### src/rtl/tt_sweep_ctrl.sv
// -----------------------------------------------------------------------------
// tt_sweep_ctrl
//
// Truth-table sweep sequencer for a combinational function-under-test.
// After an accepted start it applies every input vector 0 .. 2^N_IN-1 on
// `vec`. Each vector is held for SETTLE cycles (WAIT) plus one capture cycle
// (CAPTURE). At the end of the capture cycle the function outputs `f_in` are
// stored into `cap_tbl` and compared against the golden table `exp_tbl`. At
// the end of the sweep, `done` pulses for one cycle and `pass` reports the
// result.
//
// Optional build macro:
//   TT_SWEEP_STOP_ON_FAIL_EN - when defined, the first mismatching vector ends
//                              the sweep immediately. `vec` keeps the failing
//                              vector and unvisited cap_tbl slots stay zero.
//
// Parameters:
//   N_IN   - number of function inputs; the table depth is 2^N_IN
//   N_OUT  - number of function outputs per vector
//   SETTLE - cycles spent in WAIT per vector (must be >= 1)
//
// Ports:
//   clk            in   system clock, rising edge
//   rst_n          in   synchronous active-low reset
//   start          in   sweep request, sampled only in IDLE
//   f_in           in   [N_OUT]            function outputs for the applied vec
//   exp_tbl        in   [N_OUT*2^N_IN]     golden table, slot k at [k*N_OUT +: N_OUT]
//   vec            out  [N_IN]             applied input vector
//   busy           out                     high in WAIT and CAPTURE
//   done           out                     one-cycle end-of-sweep pulse
//   pass           out                     sweep result, valid from done
//   mismatch_cnt   out  [N_IN+1]           number of mismatching vectors
//   first_fail_idx out  [N_IN]             index of the first mismatch (0 if none)
//   cap_tbl        out  [N_OUT*2^N_IN]     captured table, same packing as exp_tbl
// -----------------------------------------------------------------------------
module tt_sweep_ctrl #(
  parameter int N_IN   = 3,
  parameter int N_OUT  = 2,
  parameter int SETTLE = 1
) (
  input  logic                          clk,
  input  logic                          rst_n,
  input  logic                          start,
  input  logic [N_OUT-1:0]              f_in,
  input  logic [N_OUT*(2**N_IN)-1:0]    exp_tbl,
  output logic [N_IN-1:0]               vec,
  output logic                          busy,
  output logic                          done,
  output logic                          pass,
  output logic [N_IN:0]                 mismatch_cnt,
  output logic [N_IN-1:0]               first_fail_idx,
  output logic [N_OUT*(2**N_IN)-1:0]    cap_tbl
);

  localparam int TBL_W = N_OUT * (2**N_IN);
  // The settle counter must hold SETTLE itself; keep at least one bit.
  localparam int CW = (SETTLE > 1) ? $clog2(SETTLE + 1) : 1;
  localparam logic [CW-1:0]   SETTLE_LD = CW'(SETTLE);
  localparam logic [N_IN-1:0] LAST_IDX  = {N_IN{1'b1}};

  typedef enum logic [1:0] {
    ST_IDLE    = 2'd0,
    ST_WAIT    = 2'd1,
    ST_CAPTURE = 2'd2,
    ST_DONE    = 2'd3
  } state_t;

  // Return the golden slot that belongs to table index `k`.
  function automatic logic [N_OUT-1:0] tbl_slot(
    input logic [TBL_W-1:0] tbl,
    input logic [N_IN-1:0]  k
  );
    tbl_slot = tbl[int'(k) * N_OUT +: N_OUT];
  endfunction

  // Current-state registers.
  state_t              state_r;
  logic [N_IN-1:0]     idx_r;
  logic [CW-1:0]       cnt_r;
  logic [N_IN-1:0]     vec_r;
  logic                busy_r;
  logic                done_r;
  logic                pass_r;
  logic [N_IN:0]       mcnt_r;
  logic [N_IN-1:0]     ffi_r;
  logic [TBL_W-1:0]    cap_r;

  // Next-state values computed by the combinational process.
  state_t              state_s;
  logic [N_IN-1:0]     idx_s;
  logic [CW-1:0]       cnt_s;
  logic [N_IN-1:0]     vec_s;
  logic                busy_s;
  logic                done_s;
  logic                pass_s;
  logic [N_IN:0]       mcnt_s;
  logic [N_IN-1:0]     ffi_s;
  logic [TBL_W-1:0]    cap_s;
  logic                miss_s;
  logic                stop_s;

  // Next-state and next-output logic for the sweep sequencer.
  always_comb begin
    state_s = state_r;
    idx_s   = idx_r;
    cnt_s   = cnt_r;
    vec_s   = vec_r;
    pass_s  = pass_r;
    mcnt_s  = mcnt_r;
    ffi_s   = ffi_r;
    cap_s   = cap_r;
    miss_s  = 1'b0;
    stop_s  = 1'b0;
    busy_s  = 1'b0;
    done_s  = 1'b0;

    case (state_r)
      ST_IDLE: begin
        if (start) begin
          idx_s   = {N_IN{1'b0}};
          vec_s   = {N_IN{1'b0}};
          mcnt_s  = {(N_IN+1){1'b0}};
          ffi_s   = {N_IN{1'b0}};
          cap_s   = {TBL_W{1'b0}};
          pass_s  = 1'b0;
          cnt_s   = SETTLE_LD;
          state_s = ST_WAIT;
        end else begin
          state_s = ST_IDLE;
        end
      end

      ST_WAIT: begin
        // The counter is loaded with SETTLE on entry, so leaving when it
        // reads 1 gives exactly SETTLE cycles in WAIT.
        if (cnt_r <= CW'(1)) begin
          state_s = ST_CAPTURE;
        end else begin
          cnt_s = cnt_r - CW'(1);
        end
      end

      ST_CAPTURE: begin
        cap_s[int'(idx_r) * N_OUT +: N_OUT] = f_in;
        miss_s = (f_in != tbl_slot(exp_tbl, idx_r));
        if (miss_s) begin
          mcnt_s = mcnt_r + (N_IN+1)'(1);
          if (mcnt_r == {(N_IN+1){1'b0}}) begin
            ffi_s = idx_r;
          end else begin
            ffi_s = ffi_r;
          end
        end else begin
          mcnt_s = mcnt_r;
        end
`ifdef TT_SWEEP_STOP_ON_FAIL_EN
        stop_s = miss_s;
`else
        stop_s = 1'b0;
`endif
        if ((idx_r == LAST_IDX) || stop_s) begin
          // pass reflects the count including this final capture.
          pass_s  = (mcnt_s == {(N_IN+1){1'b0}});
          state_s = ST_DONE;
        end else begin
          idx_s   = idx_r + N_IN'(1);
          vec_s   = idx_r + N_IN'(1);
          cnt_s   = SETTLE_LD;
          state_s = ST_WAIT;
        end
      end

      ST_DONE: begin
        state_s = ST_IDLE;
      end

      default: begin
        state_s = ST_IDLE;
      end
    endcase

    // Status flags are registered copies of the state being entered, so
    // they line up with the state register rather than lagging a cycle.
    busy_s = (state_s == ST_WAIT) || (state_s == ST_CAPTURE);
    done_s = (state_s == ST_DONE);
  end

  // State and output registers with synchronous active-low reset.
  always_ff @(posedge clk) begin
    if (!rst_n) begin
      state_r <= ST_IDLE;
      idx_r   <= {N_IN{1'b0}};
      cnt_r   <= {CW{1'b0}};
      vec_r   <= {N_IN{1'b0}};
      busy_r  <= 1'b0;
      done_r  <= 1'b0;
      pass_r  <= 1'b0;
      mcnt_r  <= {(N_IN+1){1'b0}};
      ffi_r   <= {N_IN{1'b0}};
      cap_r   <= {TBL_W{1'b0}};
    end else begin
      state_r <= state_s;
      idx_r   <= idx_s;
      cnt_r   <= cnt_s;
      vec_r   <= vec_s;
      busy_r  <= busy_s;
      done_r  <= done_s;
      pass_r  <= pass_s;
      mcnt_r  <= mcnt_s;
      ffi_r   <= ffi_s;
      cap_r   <= cap_s;
    end
  end

  assign vec            = vec_r;
  assign busy           = busy_r;
  assign done           = done_r;
  assign pass           = pass_r;
  assign mismatch_cnt   = mcnt_r;
  assign first_fail_idx = ffi_r;
  assign cap_tbl        = cap_r;

endmodule

### config.mk
export PLATFORM = sky130hd
export DESIGN_NAME = tt_sweep_ctrl
export DESIGN_NICKNAME = d
export VERILOG_FILES = /design/src/rtl/tt_sweep_ctrl.sv
export SDC_FILE = /design/constraint.sdc
export NUM_CORES = 1
export LEC_CHECK = 0
export BUFFER_PORTS_ARGS = -buffer_cell sky130_fd_sc_hd__buf_2
export CAP_MARGIN = 20
export CORE_MARGIN = 2
export CORE_UTILIZATION = 40
export CTS_CLUSTER_SIZE = 12
export DETAILED_ROUTE_END_ITERATION = 12
export PLACE_DENSITY_LB_ADDON = 0.3
export SLEW_MARGIN = 40
export SYNTH_ARGS = -nofsm -noshare
export SYNTH_HDL_FRONTEND = slang
export SYNTH_SLANG_ARGS = --single-unit
export TNS_END_PERCENT = 10
### constraint.sdc
create_clock -name clk -period 4.8 [get_ports clk]
set_clock_uncertainty 0.15 [all_clocks]
set_input_delay 0.96 -clock clk [delete_from_list [all_inputs] [get_ports clk]]
set_output_delay 0.96 -clock clk [all_outputs]
set_load 0.02 [all_outputs]
* Word-level counts from Yosys, hierarchy flattened
Index checks and enable logic that the tools add are counted.
** Operators by class
- Add/subtract/negate cells :: 4
- Muxes and demuxes :: 24
- Eq/ne operators :: 14
- Reduce and logical (&&, ||, !) cells :: 11
- Order comparisons :: 1
- Shifts and indexed selects :: 3
** Operators with widths (count)
- $neg 4->33 :: 1
- $shift 2x33->16 const A :: 1
- $shiftx 2x33->16 :: 1
- $pmux 16 s2 :: 1
- $bwmux 16 :: 1
- $mux 16 :: 1
- $shiftx 16x5->2 :: 1
- $mux 3 :: 4
- $mux 4 :: 3
- $ne 2x2->1 const B :: 6
- $pmux 3 s2 :: 2
- $eq 2x2->1 const B :: 4
- $logic_not 4->1 :: 2
- $pmux 2 s4 :: 1
- $pmux 4 s2 :: 1
- $reduce_and 4->1 :: 2
- $mux 1 :: 6
- $reduce_and 3->1 :: 2
- $add 4x1->4 const B :: 1
- $eq 2x1->1 const B :: 2
- $mux 2 :: 2
- $add 3x1->3 const B :: 1
- $eq 3x3->1 const B :: 1
- $pmux 1 s3 :: 1
- 9 further kinds :: 9
** Word-level totals
- Bits in registers :: 32
- Word-level logic and storage cells :: 66
- Output and inout bits :: 29
- Bits of input ports :: 21

* Logic depth before layout (Yosys ltp)
- Depth after elaboration :: 7
- Gate-level depth with buffers :: 10
- Depth with buffers taken out :: 8

* Worst setup path before layout
No wires, ideal clock.
- Path kind :: register to register
- Start :: register, netlist name vec[1]
- End :: register cap_r[13], in the netlist cap_tbl[13]
- Setup slack :: 2083 ps
- Period minus slack after synthesis :: 2717 ps
- Path buffers :: 2
- Data required time :: 4580 ps
- Setup time :: 70 ps
- Arrival time :: 2497 ps
- Stages on the path, launching flop included :: 11
- Cell sequence :: dfxtp_1 buf_6 buf_8 inv_1 ha_1 ha_1 nor2_1 o21ai_0 or4b_2 or2_2 a21oi_1
** RTL lines
- end signal, assigned :: line 200 : cap_r <= {TBL_W{1'b0}};
- end signal, assigned :: line 211 : cap_r <= cap_s;
- end, declared :: line 86 : logic [TBL_W-1:0] cap_r;

==> flow_summary.toml <==
[run_status]
outcome = "finished clean"

[sta]
slew_headroom = 0.471
timing.final.crit_share = 0.651
max_freq_mhz = 320
setup_violations = 0
rsz0062_at_grt = "false"
finalHoldViolations = 0
slew_violations = 0
tns_ps = 0
worst_pin_slew_ps = 792
fin_crit_ps = 3120
setup_ws_ps = 1680

[floorplanning]
coreArea_um2 = 4350
die_w_um = 71.3
io_pins = 50
die_h_um = 71.3
die_area_um2 = 5080
start_util = 0.416
rows = 24

[placed_design]
place_ws_ps = 1730
gp_congestion = 0.871
dp_hpwl_mm = 3.34
port_buffers = 49

[final_layout]
antenna_cells = 0
n_fill_cell = 430
drive_above_1_share = 0.263
nets = 285
areaGrowthSynthToFinish_pct = 18.9

[worst_setup_path]
start_kind = "register"
slowest_delay_ps = 840
endpoint_kind = "register"
r2r_slack_ps = 1680
slowest_stage = "dfxtp_1"
path_class = "register to register"
crit_family = "simple AND/OR/NAND/NOR gates"
worstPathCellList = "inv_1 > ha_1 > ha_1 > nor2_1 > o21ai_0 > or4b_2 > or2_2 > a21oi_1"
cp_data_arrival_time_ps = 3180
cp_max_fo = 20
crit_top_cell = "ha_1"
required_ps = 4850
path_buf_inv = 1

[global_route]
grt_usage = 0.181
grt-ovfl-total = 0
grt_max_degree = 24
first_global_vias = 1596
antenna_found_initial = 0
grt_first_pass_wirelength_mm = 7.34

[clock_network]
worstSkewPairLatency_ps = 280
holdBufCountCts = 0
clock_path_buffers = 2
post-cts-setup-buffers = 0
root_buffer = "clkbuf_8"
cts_sinks = 31
numCtsBuffers = 5
cts_tree = "yes"
cts.repair.resized = 0
clk_pin_slew_ps = 60
htreeDepth = 2

[synthesis]
synth_edf_count = 0
syn_avg_cell_area_um2 = 8.54
async_flop_share = 0
syn-instance-count = 212
ys_warn_count = 0
synth-main-ff-cell = "dfxtp_1"
synth_cell_types = 48
syn_area_um2 = 1810
ys_seq_elements = 31
ys_seq_area_frac = 0.343
synth_nets = 243

[route]
via_per_inst = 5.65
drc = 0
drtPass1Iterations = 4
ant_nets = 0
routedWlPerCell_um = 14.6
vias = 1735
wl_mm = 4.48
drt-initial-drc-count = 90

[job]
drv_cap = 0

[power]
power.density_nw_per_um2 = 262
vdd_drop_max_uv = 124
leakagePower_nw = 0.907

[hold_path]
hold_class = "register to register"
worst paths after layout:
| check | startpoint | to | cells after the start |
|---|---|---|---|
| setup / recovery | vec[1] | cap_tbl[13] | 8 |
| setup reg to reg | vec[1] | cap_tbl[13] | 8 |
| hold / removal | cap_tbl[12] | cap_tbl[12] | 2 |
| hold reg to reg | cap_tbl[12] | cap_tbl[12] | 2 |
registers in the layout, indices dropped and copies added, names as in the netlist:
register        count
vec                 3
busy                1
first_fail_idx      3
pass                1
done                1
mismatch_cnt        4
cap_tbl            16
state_r             2
worst reg2reg max path, cell delays in order, from the launching register on:
cell     delay, ps
dfxtp_1        840
inv_1          170
ha_1           250
ha_1           200
nor2_1         200
o21ai_0        160
or4b_2         650
or2_2          290
a21oi_1        140
cell usage in the layout, fill, tap and decap left out, types with 7 or more instances in the layout:
cell type  netlist  final
ha_1            10     10
dfxtp_1         31     31
mux2i_1          8      8
o21ai_0          8      8
buf_2            2     49
inv_1            9      9
nand2_1         17     17
a21oi_1         10     10
clkbuf_8         0      7
nand3_1         18     18
nor2_1          19     19
per-layer routing:
| metal | up-vias | track usage | wire length, µm |
|---|---|---|---|
| met1 | 811 | 0.247 | 2090 |
| met5 | - | 0 | 0 |
| met4 | 0 | 0.0629 | 10 |
| met2 | 56 | 0.278 | 2110 |
| met3 | 4 | 0.0464 | 273 |
| li1 | 864 | - | - |
kinds of logic (layout without fill, tap and decap cells):
kind of cell / count (synthesis) / count (layout) / share of synthesized area
buffers and inverters: 24 / 67 / 0.0615
xor gates and xnor gates: 6 / 6 / 0.0332
muxes: 10 / 10 / 0.0691
AOI/OAI and AO/OA: 48 / 48 / 0.194
DFF: 31 / 31 / 0.343
adders and majority gates: 10 / 10 / 0.0691
and+or+nand+nor: 83 / 83 / 0.230
report_power, final:
group	switching [mW]	internal, mW	leakage, nW
Clock	0.0962	0.131	0.0515
Combinational	0.0478	0.0243	0.605
Sequential	0.00414	0.261	0.250
Total	0.148	0.416	0.907
Yosys cell counts (all sizes together), types with 5 or more instances:
master | count | area share
dfxtp | 31 | 0.34
nor2 | 19 | 0.039
nand3 | 18 | 0.050
nand2 | 17 | 0.035
a21oi | 10 | 0.028
ha | 10 | 0.069
inv | 10 | 0.021
o21ai | 10 | 0.028
clkbuf | 9 | 0.019
mux2i | 8 | 0.044
nand4 | 6 | 0.021
a22oi | 5 | 0.021
buf | 5 | 0.022
stage by stage:
| stage | utilization | power [mW] | hold WS (ps) | instance area [µm²] | instances |
|---|---|---|---|---|---|
| global placement | 0.470 | 0.340 | 296 | 2050 | 299 |
| detailed placement | 0.471 | 0.342 | 295 | 2050 | 299 |
| global route | 0.495 | 0.590 | 332 | 2150 | 307 |
| floorplan | - | 0.319 | 378 | 1810 | 212 |
| CTS | 0.494 | 0.569 | 304 | 2150 | 307 |
| finish | 0.495 | 0.564 | 303 | 2150 | 307 |
layout make-up:
class                      count  area, µm²  area share
timing repair buffer          49        245       0.114
tap                           52       65.1      0.0302
multi-input combinational    157       1080       0.504
inverter                      10       37.5      0.0174
clock buffer                   8        100      0.0465
sequential                    31        621       0.288
Power figures use the tool's default switching activity.
